===== src/rtl/superscalar_pkg.sv =====
// superscalar_pkg: opcodes, queue entry type, FSM states and decode helpers
package superscalar_pkg;
  localparam logic [5:0] OP_RTYPE = 6'h00;
  localparam logic [5:0] OP_J     = 6'h02;
  localparam logic [5:0] OP_JAL   = 6'h03;
  localparam logic [5:0] OP_BEQ   = 6'h04;
  localparam logic [5:0] OP_BNE   = 6'h05;
  localparam logic [5:0] OP_ADDI  = 6'h08;
  localparam logic [5:0] OP_ADDIU = 6'h09;
  localparam logic [5:0] OP_SLTI  = 6'h0A;
  localparam logic [5:0] OP_SLTIU = 6'h0B;
  localparam logic [5:0] OP_ANDI  = 6'h0C;
  localparam logic [5:0] OP_ORI   = 6'h0D;
  localparam logic [5:0] OP_XORI  = 6'h0E;
  localparam logic [5:0] OP_LUI   = 6'h0F;
  localparam logic [5:0] OP_LW    = 6'h23;
  localparam logic [5:0] OP_SW    = 6'h2B;
  typedef enum logic [1:0] {RUN, HOLD, DRAIN} ctl_state_t;
  typedef struct packed {
    logic [31:0] instr;
    logic [31:0] pc;
  } q_entry_t;
  function automatic logic [4:0] dest_reg(input logic [31:0] instr);
    return instr[31:26] == OP_RTYPE ? instr[15:11] :
           (instr[31:26] == OP_LW || instr[31:26] inside {[OP_ADDI:OP_LUI]}) ? instr[20:16] : 5'd0;
  endfunction
  function automatic logic is_mem(input logic [31:0] instr);
    return instr[31:26] inside {OP_LW, OP_SW};
  endfunction
  function automatic logic is_ctrl(input logic [31:0] instr);
    return instr[31:26] inside {OP_BEQ, OP_BNE, OP_J, OP_JAL};
  endfunction
endpackage


===== src/rtl/issue_pair_check.sv =====
// issue_pair_check: decides whether instr2 may issue alongside instr1
module issue_pair_check
  import superscalar_pkg::*;
(
  input  logic [31:0] instr1,
  input  logic [31:0] instr2,
  output logic        pair_ok
);
  logic [4:0] d1, d2;
  assign d1 = dest_reg(instr1);
  assign d2 = dest_reg(instr2);
  assign pair_ok = !(is_mem(instr1) && is_mem(instr2)) && !is_ctrl(instr1) &&
                   (d1 == 5'd0 || (instr2[25:21] != d1 && instr2[20:16] != d1 && d2 != d1));
endmodule


===== src/rtl/dual_issue_controller.sv =====
// dual_issue_controller: in-order fetch queue issuing 0-2 instructions per cycle
module dual_issue_controller
  import superscalar_pkg::*;
#(
  parameter int QDEPTH = 4,
  parameter int IW     = 32,
  parameter int PCW    = 32
) (
  input  logic                     clk,
  input  logic                     rst,
  input  logic [1:0]               fetchValid,
  input  logic [IW-1:0]            fetchInstr1,
  input  logic [IW-1:0]            fetchInstr2,
  input  logic [PCW-1:0]           fetchPC1,
  input  logic [PCW-1:0]           fetchPC2,
  output logic                     fetchReady,
  input  logic                     stall,
  input  logic                     flush,
  output logic                     issueValid1,
  output logic                     issueValid2,
  output logic [IW-1:0]            issueInstr1,
  output logic [IW-1:0]            issueInstr2,
  output logic [PCW-1:0]           issuePC1,
  output logic [PCW-1:0]           issuePC2,
  output logic [$clog2(QDEPTH):0]  queueCount
);
  localparam int AW = $clog2(QDEPTH);
  typedef logic [AW-1:0] ptr_t;
  ctl_state_t state_q, state_d;
  q_entry_t mem_q [QDEPTH];
  q_entry_t mem_d [QDEPTH];
  q_entry_t iss1_q, iss1_d, iss2_q, iss2_d, cand1, cand2;
  ptr_t head_q, head_d, tail_q, tail_d;
  logic [AW:0] count_q, count_d;
  logic v1_q, v1_d, v2_q, v2_d, pair_ok;
  logic [1:0] n_enq, n_deq;
  assign cand1 = mem_q[head_q];
  assign cand2 = mem_q[head_q + ptr_t'(1)];
  issue_pair_check u_chk (.instr1(cand1.instr), .instr2(cand2.instr), .pair_ok(pair_ok));
  assign fetchReady  = count_q <= (AW+1)'(QDEPTH - 2);
  assign issueValid1 = v1_q;
  assign issueValid2 = v2_q;
  assign issueInstr1 = iss1_q.instr;
  assign issueInstr2 = iss2_q.instr;
  assign issuePC1    = iss1_q.pc;
  assign issuePC2    = iss2_q.pc;
  assign queueCount  = count_q;
  always_comb begin
    n_enq = fetchReady && fetchValid[0] ? (fetchValid[1] ? 2'd2 : 2'd1) : 2'd0;
    n_deq = stall || count_q == '0 ? 2'd0 : count_q > (AW+1)'(1) && pair_ok ? 2'd2 : 2'd1;
    state_d = flush ? DRAIN : stall && state_q != DRAIN ? HOLD : RUN;
    mem_d = mem_q;
    if (n_enq != 2'd0) mem_d[tail_q] = '{instr: fetchInstr1, pc: fetchPC1};
    if (n_enq == 2'd2) mem_d[tail_q + ptr_t'(1)] = '{instr: fetchInstr2, pc: fetchPC2};
    head_d  = flush ? '0 : head_q + ptr_t'(n_deq);
    tail_d  = flush ? '0 : tail_q + ptr_t'(n_enq);
    count_d = flush ? '0 : count_q + (AW+1)'(n_enq) - (AW+1)'(n_deq);
    v1_d    = flush ? 1'b0 : stall ? v1_q : n_deq != 2'd0;
    v2_d    = flush ? 1'b0 : stall ? v2_q : n_deq == 2'd2;
    iss1_d  = flush || stall ? iss1_q : n_deq != 2'd0 ? cand1 : '0;
    iss2_d  = flush || stall ? iss2_q : n_deq == 2'd2 ? cand2 : '0;
  end
  always_ff @(posedge clk) begin
    if (rst) begin
      state_q <= RUN;
      head_q  <= '0;
      tail_q  <= '0;
      count_q <= '0;
      v1_q    <= 1'b0;
      v2_q    <= 1'b0;
      iss1_q  <= '0;
      iss2_q  <= '0;
    end else begin
      state_q <= state_d;
      head_q  <= head_d;
      tail_q  <= tail_d;
      count_q <= count_d;
      v1_q    <= v1_d;
      v2_q    <= v2_d;
      iss1_q  <= iss1_d;
      iss2_q  <= iss2_d;
      mem_q   <= mem_d;
    end
  end
endmodule


===== config.mk =====
export PLATFORM = sky130hd
export DESIGN_NAME = dual_issue_controller
export DESIGN_NICKNAME = d
export VERILOG_FILES = /design/src/rtl/superscalar_pkg.sv /design/src/rtl/issue_pair_check.sv /design/src/rtl/dual_issue_controller.sv
export SDC_FILE = /design/constraint.sdc
export NUM_CORES = 1
export LEC_CHECK = 0
export BUFFER_PORTS_ARGS = -buffer_cell sky130_fd_sc_hd__buf_2
export CAP_MARGIN = 15
export CORE_MARGIN = 5
export CORE_UTILIZATION = 35
export DETAILED_ROUTE_END_ITERATION = 6
export PLACE_DENSITY = 0.58
export SYNTH_ARGS = -nofsm -noshare
export SYNTH_HDL_FRONTEND = slang
export SYNTH_SLANG_ARGS = --single-unit

===== constraint.sdc =====
create_clock -name clk -period 11.2 [get_ports clk]
set_input_delay 0 -clock clk [delete_from_list [all_inputs] [get_ports clk]]
set_output_delay 0 -clock clk [all_outputs]
set_load 0.05 [all_outputs]

; ---- Word level (Yosys, flattened, before mapping)
; Index checks and enable logic that the tools add are counted.
; Widths: inputs -> output; s select.
[word_totals]
ff_bits = 393
in_bits = 134
rom_bits = 0
n_memories = 0
output_inout_bits = 134
ram_bits = 0
wordCells = 104
latchBits = 0
[op_classes]
div_mod_pow = 0
order_cmp = 12
multipliers = 0
n_mux = 24
n_addsub = 6
n_shift = 0
n_bitwise = 4
reduce_logical = 28
n_eq_ne = 13
[op_table]
columns = cell, n
row1 = $bwmux 256, 2
row2 = $mux 256, 2
row3 = $mux 64, 8
row4 = $bmux 64 s2, 2
row5 = $demux 64 s2, 2
row6 = $eq 6x6->1 const B, 4
row7 = $mux 5, 4
row8 = $ne 5x5->1, 3
row9 = $eq 6x2->1 const B, 2
row10 = $eq 6x3->1 const B, 2
row11 = $ge 3x3->1 const B, 4
row12 = $ge 6x4->1 const B, 2
row13 = $le 6x4->1 const B, 2
row14 = $logic_not 6->1, 2
row15 = $not 2->3, 4
row16 = $logic_and 1x1->1, 11
row17 = $mux 2, 4
row18 = $reduce_bool 2->1, 4
row19 = $lt 3x1->1 const B, 2
row20 = $logic_not 5->1, 1
row21 = $logic_or 1x1->1, 5
row22 = $add 2x1->2 const B, 2
row23 = $add 2x2->2, 2
row24 = $eq 2x2->1 const B, 2
row25 = other kinds (8), 9

; ---- Logic depth before layout (Yosys ltp)
[depth]
depth_word = 19
ltp_mapped = 18
depth_no_buf = 14

; ---- Modules after synthesis
; Synthesis repeated with hierarchy kept, for this count alone.
[unflattened]
cells_unflattened = 1903
area_unflattened_um2 = 20968.9
[modules_own_cells]
columns = module, instances, area_per_inst_um2, seq_area_each_um2, cells_per_inst
row1 = dual_issue_controller, 1, 20413.3, 10430.0, 1832
row2 = issue_pair_check, 1, 555.5, 0.0, 71

; ---- Worst setup path after synthesis
; No wires, ideal clock.
[synth_path]
path_kind = input to register
startpoint = input port rst
endpoint = register iss2_q (netlist bit issueInstr2[0])
setup_ps = 60
t_arrival_ps = 6196
t_required_ps = 11140
path_buffers = 2
slack_ps = 4944
cell_stages = 5
path_cell_list = inv_1 and2_1 buf_1 clkbuf_1 a22o_1
[synth_rtl]
columns = item, line
row1 = start: declaration, dual_issue_controller.sv:10  ; input logic rst,
row2 = end signal: assignment, dual_issue_controller.sv:81  ; iss2_q <= iss2_d;
row3 = end: declaration, dual_issue_controller.sv:32  ; q_entry_t iss1_q, iss1_d, iss2_q, iss2_d, cand1, cand2;

; ---- Final worst setup path
[layout_path]
startpoint = register head_q[0]
endpoint = register count_q[2], in the netlist queueCount[2]
[layout_between]
elab_chain_len = 18
word_cells_on_any_way = 50
cone_classes = add/sub: 2 / order compare: 4 / eq/ne: 11 / mux: 12 / bitwise: 2 / reduce/logical: 19
[layout_lines]
columns = item, line
row1 = start: declaration, dual_issue_controller.sv:33  ; ptr_t head_q, head_d, tail_q, tail_d;
row2 = start signal: assignment, dual_issue_controller.sv:66  ; head_q <= '0;
row3 = start signal: assignment, dual_issue_controller.sv:75  ; head_q <= head_d;
row4 = $add 2x1->2 or $not 2->3 (tied branches), "dual_issue_controller.sv:38, dual_issue_controller.sv:37"
row5 = $not 2->3 (not written as such) or $bmux 64 s2 (tied branches), "dual_issue_controller.sv:38, dual_issue_controller.sv:37"
row6 = $bmux 64 s2 or $mux 64 (tied branches), "dual_issue_controller.sv:38, dual_issue_controller.sv:37"
row7 = $mux 64 (on tied branches), "dual_issue_controller.sv:38, dual_issue_controller.sv:37"
row8 = "$mux 64 (not written as such), or another cell as far along", dual_issue_controller.sv:38  ; assign cand2 = mem_q[head_q + ptr_t'(1)];
row9 = "$ge 6x4->1, or another cell as far along", superscalar_pkg.sv:25  ; (instr[31:26] == OP_LW || instr[31:26] inside {[OP_ADDI:OP_LUI]}) ? instr[20:16] : 5'd0;
row10 = $logic_and 1x1->1 or $logic_or 1x1->1 (tied branches), superscalar_pkg.sv:25
row11 = $logic_or 1x1->1 or $mux 5 (tied branches), superscalar_pkg.sv:25
row12 = $mux 5 (on tied branches), "superscalar_pkg.sv:25, superscalar_pkg.sv:24"
row13 = $mux 5 or $ne 5x5->1 (tied branches), "superscalar_pkg.sv:24, issue_pair_check.sv:13"
row14 = $ne 5x5->1 or $logic_and 1x1->1 (tied branches), issue_pair_check.sv:13  ; (d1 == 5'd0 || (instr2[25:21] != d1 && instr2[20:16] != d1 && d2 != d1));
row15 = $logic_and 1x1->1, issue_pair_check.sv:13
row16 = $logic_or 1x1->1, issue_pair_check.sv:13
row17 = $logic_and 1x1->1 (*), issue_pair_check.sv:12  ; assign pair_ok = !(is_mem(instr1) && is_mem(instr2)) && !is_ctrl(instr1) &&
row18 = $logic_and 1x1->1 (*), dual_issue_controller.sv:50  ; n_deq = stall || count_q == '0 ? 2'd0 : count_q > (AW+1)'(1) && pair_ok ? 2'd2 : 2'd1;
row19 = $mux 2 (*) (2 in a row), dual_issue_controller.sv:50
row20 = $sub 3x2->3 (*), dual_issue_controller.sv:57  ; count_d = flush ? '0 : count_q + (AW+1)'(n_enq) - (AW+1)'(n_deq);
row21 = end signal: assignment, dual_issue_controller.sv:77  ; count_q <= count_d;
row22 = end: declaration, dual_issue_controller.sv:34  ; logic [AW:0] count_q, count_d;
; Every way passes the cells marked *; elsewhere a longest branch is shown, timed or not. The select of a mux whose other input is x is not followed.
; A chain may end at the register's enable or synchronous reset.

==> flow_summary.yaml <==
power_and_ir_drop:
  power_frac_clock: 0.334
  seq_power_share: 0.392
  p_sw_mw: 1.52
  p_comb_frac: 0.275
  leakage_nw: 11.1
  power_mw: 4.85
  swShare: 0.314
  power_density_nw_per_um2: 183
  p_int_mw: 3.32
  vdd_drop_max_mv: 0.112
global_routing:
  grt_first_pass_wirelength_um: 104000
  grt_max_degree: 96
  grt_pass1_vias: 16800
  grt_usage: 0.206
  antenna_found_initial: 4
  overflow: 0
detailed_routing:
  drt_first_iter_violations: 1314
  viasPerCell: 5.52
  dr_total_vias: 16400
  drt-total-wl_um: 68900
  dr.pass1.iters: 6
  wl_per_cell_um: 23.2
  drtAntennaViolNets: 0
  drc: 0
clock_tree:
  cts_hold_buffers: 197
  root_buffer: "clkbuf_16"
  htreeDepth: 2
  cts.path.max_buffers: 3
  clkTransAtPathRegs_ns: 0.06
  cts_inserted_buffers: 48
  cts_setup_buffers: 0
  tritoncts: "done"
  cts_sinks: 393
  post_cts_resized: 0
  worstSkewPairLatency_ns: 0.57
worst_setup_path:
  path_max_fanout: 46
  rr_endpoint: "queueCount[2]"
  setup.worst_path.start_class: "flop"
  cp.arrival_ns: 5.73
  rr_worst_depth: 15
  path_class: "reg -> reg"
  worstReg2RegStart: "head_q[0]"
  cp-end-kind: "flop"
  critPathRequiredTime_ns: 11.65
  rrSetupSlack_ns: 5.92
synth:
  synth.avg_cell_area_um2: 11.8
  ys_ff_latch: 393
  ys_seq_area_frac: 0.498
  syn_nets: 1910
  synthDistinctLibCells: 52
  synth_area_um2: 20900
  ys_warn_count: 0
  synth-edff-count: 256
  async_reset_ff_frac: 0
  syn_inst: 1772
  synthFlopType: "edfxtp_1"
floorplan:
  fp.dieArea_um2: 64800
  die_h_um: 255
  fp-row-count: 89
  start_util: 0.354
  fp.coreArea_um2: 59100
  die_w_um: 255
  ios: 268
flow_run:
  drv_cap: 0
sta:
  worstMarginPinSlew_ns: 1.19
  slew_viol_final: 0
  worst_slack_ns: 5.92
  maxSlewHeadroom: 0.204
  finalCritPeriodShare: 0.471
  rsz0062_at_grt: "false"
  hold_ws_ns: 0.168
  setup_viol: 0
  setup-tns-final_ns: 0
  max_freq_mhz: 190
  period_needed_ns: 5.28
  hold_violations: 0
  finClkSkew_ns: 0.0228
worst_hold_path:
  min_to: "tail_q[0]"
  hold_path.class: "in -> reg"
  hp-start: "fetchValid[0]"
  worstHoldPathCells: 5
final_layout:
  multiInputGateArea_um2: 9930
  area_growth_syn_to_layout_pct: 26.5
  ff_latch_area_um2: 10400
  post-route-util: 0.448
  drive_above_1_share: 0.234
  final_cells: 2974
  nets: 2298
  fill_cells: 5402
  design_area_um2: 26500
place:
  dpl.cell_count: 2686
  place_area_um2: 22900
  place_hpwl_um: 41600
  place_ws_ns: 5.83
  routabilityCongestion: 0.791
  io_buffers: 267
outcome:
  status: "completed"
[flip-flops by register name, summed over array words and instances, names as in the netlist]
name / flops
issuePC1: 32
mem_q: 256
head_q: 2
queueCount: 3
issueValid1: 1
issuePC2: 32
tail_q: 2
issueInstr1: 32
issueValid2: 1
issueInstr2: 32
[worst max-delay path, cell delays in order (launching register included)]
cell	delay (ns)
dfxtp_4	0.87
buf_4	0.81
mux4_2	0.67
nor3_1	0.36
and2_1	0.23
a22oi_1	0.09
xnor2_1	0.14
nor4_1	0.28
o31a_2	0.27
nor3_1	0.10
fa_1	0.53
inv_1	0.05
fa_1	0.37
xor2_1	0.19
xnor2_1	0.13
nor2_1	0.05
[power groups by stage]
stage	combinational, mW	clock, mW	sequential [mW]
final	1.33	1.62	1.90
after global routing	1.43	1.72	1.92
after CTS	1.33	1.66	1.90
after detailed placement	1.23	0	1.93
after global placement	1.21	0	1.92
after floorplan	0.779	0	2.02
[cells in the final DEF, fill, tap and decap left out, types with 10 or more instances in the layout]
master,synthesis,final
clkbuf_1,111,10
a22o_1,66,66
nand2_1,140,138
edfxtp_1,256,256
buf_2,8,266
mux2i_1,261,261
buf_4,2,23
dlygate4sd3_1,0,197
o21ai_0,133,133
dfxtp_1,137,135
mux4_2,124,124
a22oi_1,66,66
nor2_1,205,204
clkbuf_8,0,11
clkbuf_16,0,52
a21oi_1,133,133
[logic make-up (layout without fill, tap and decap cells)]
group | Yosys count | after routing | synth area share
fa+ha+maj | 4 | 4 | 0.00311
xor+xnor | 15 | 15 | 0.00627
mux | 387 | 387 | 0.259
buf+inv | 154 | 580 | 0.0309
compound gates | 419 | 419 | 0.123
flops | 393 | 393 | 0.498
other cells | 0 | 3 | 0
simple gates | 400 | 400 | 0.0795
[cell type report]
class	count	area share
tap	773	0.0365
inverter	6	0.00113
clock buffer	73	0.0562
timing repair buffer	486	0.131
sequential	393	0.394
antenna	3	0.000283
multi-input combinational	1225	0.375
clock inverter	15	0.00604
[routing by layer]
| layer | vias to the layer above | share of wire | GRT usage |
|---|---|---|---|
| met2 | 572 | 0.50 | 0.358 |
| met3 | 108 | 0.065 | 0.0380 |
| met4 | 2 | 0.022 | 0.0548 |
| li1 | 7563 | - | - |
| met1 | 8161 | 0.42 | 0.267 |
| met5 | - | 0.00019 | 0 |
[Yosys cell counts, types with 3 or more instances]
library cell    n  area [um^2]
xnor2_1         7         61.3
xor2_1          8         70.1
clkbuf_1      111          417
nor4_1          4         25.0
nor4bb_1        3         30.0
and3_1          5         31.3
nand3_1         7         35.0
a21oi_1       133          666
buf_6           7         78.8
a22oi_1        66          495
a21o_1          3         22.5
buf_2           8         40.0
o211ai_1        4         30.0
nor3_1          9         45.0
nor2_1        205          769
or2_2           4         25.0
dfxtp_1       137         2740
and2_1          8         50.1
nand2_1       140          526
a22o_1         66          578
mux2i_1       261         2610
inv_1           6         22.5
edfxtp_1      256         7690
o21ai_0       133          666
mux4_2        124         2790
buf_1          20         75.1
[worst max path at each step]
| stage | start | endpoint | slack (ns) | cells past startpoint |
|---|---|---|---|---|
| after floorplan | rst | issueInstr2[0] | 4.94 | 5 |
| after global placement | head_q[0] | queueCount[2] | 5.85 | 15 |
| after detailed placement | head_q[0] | queueCount[2] | 5.83 | 15 |
| after CTS | head_q[0] | queueCount[2] | 5.81 | 15 |
| after global routing | head_q[0] | queueCount[2] | 5.43 | 15 |
| final | head_q[0] | queueCount[2] | 5.92 | 15 |
Power figures use the tool's default switching activity.
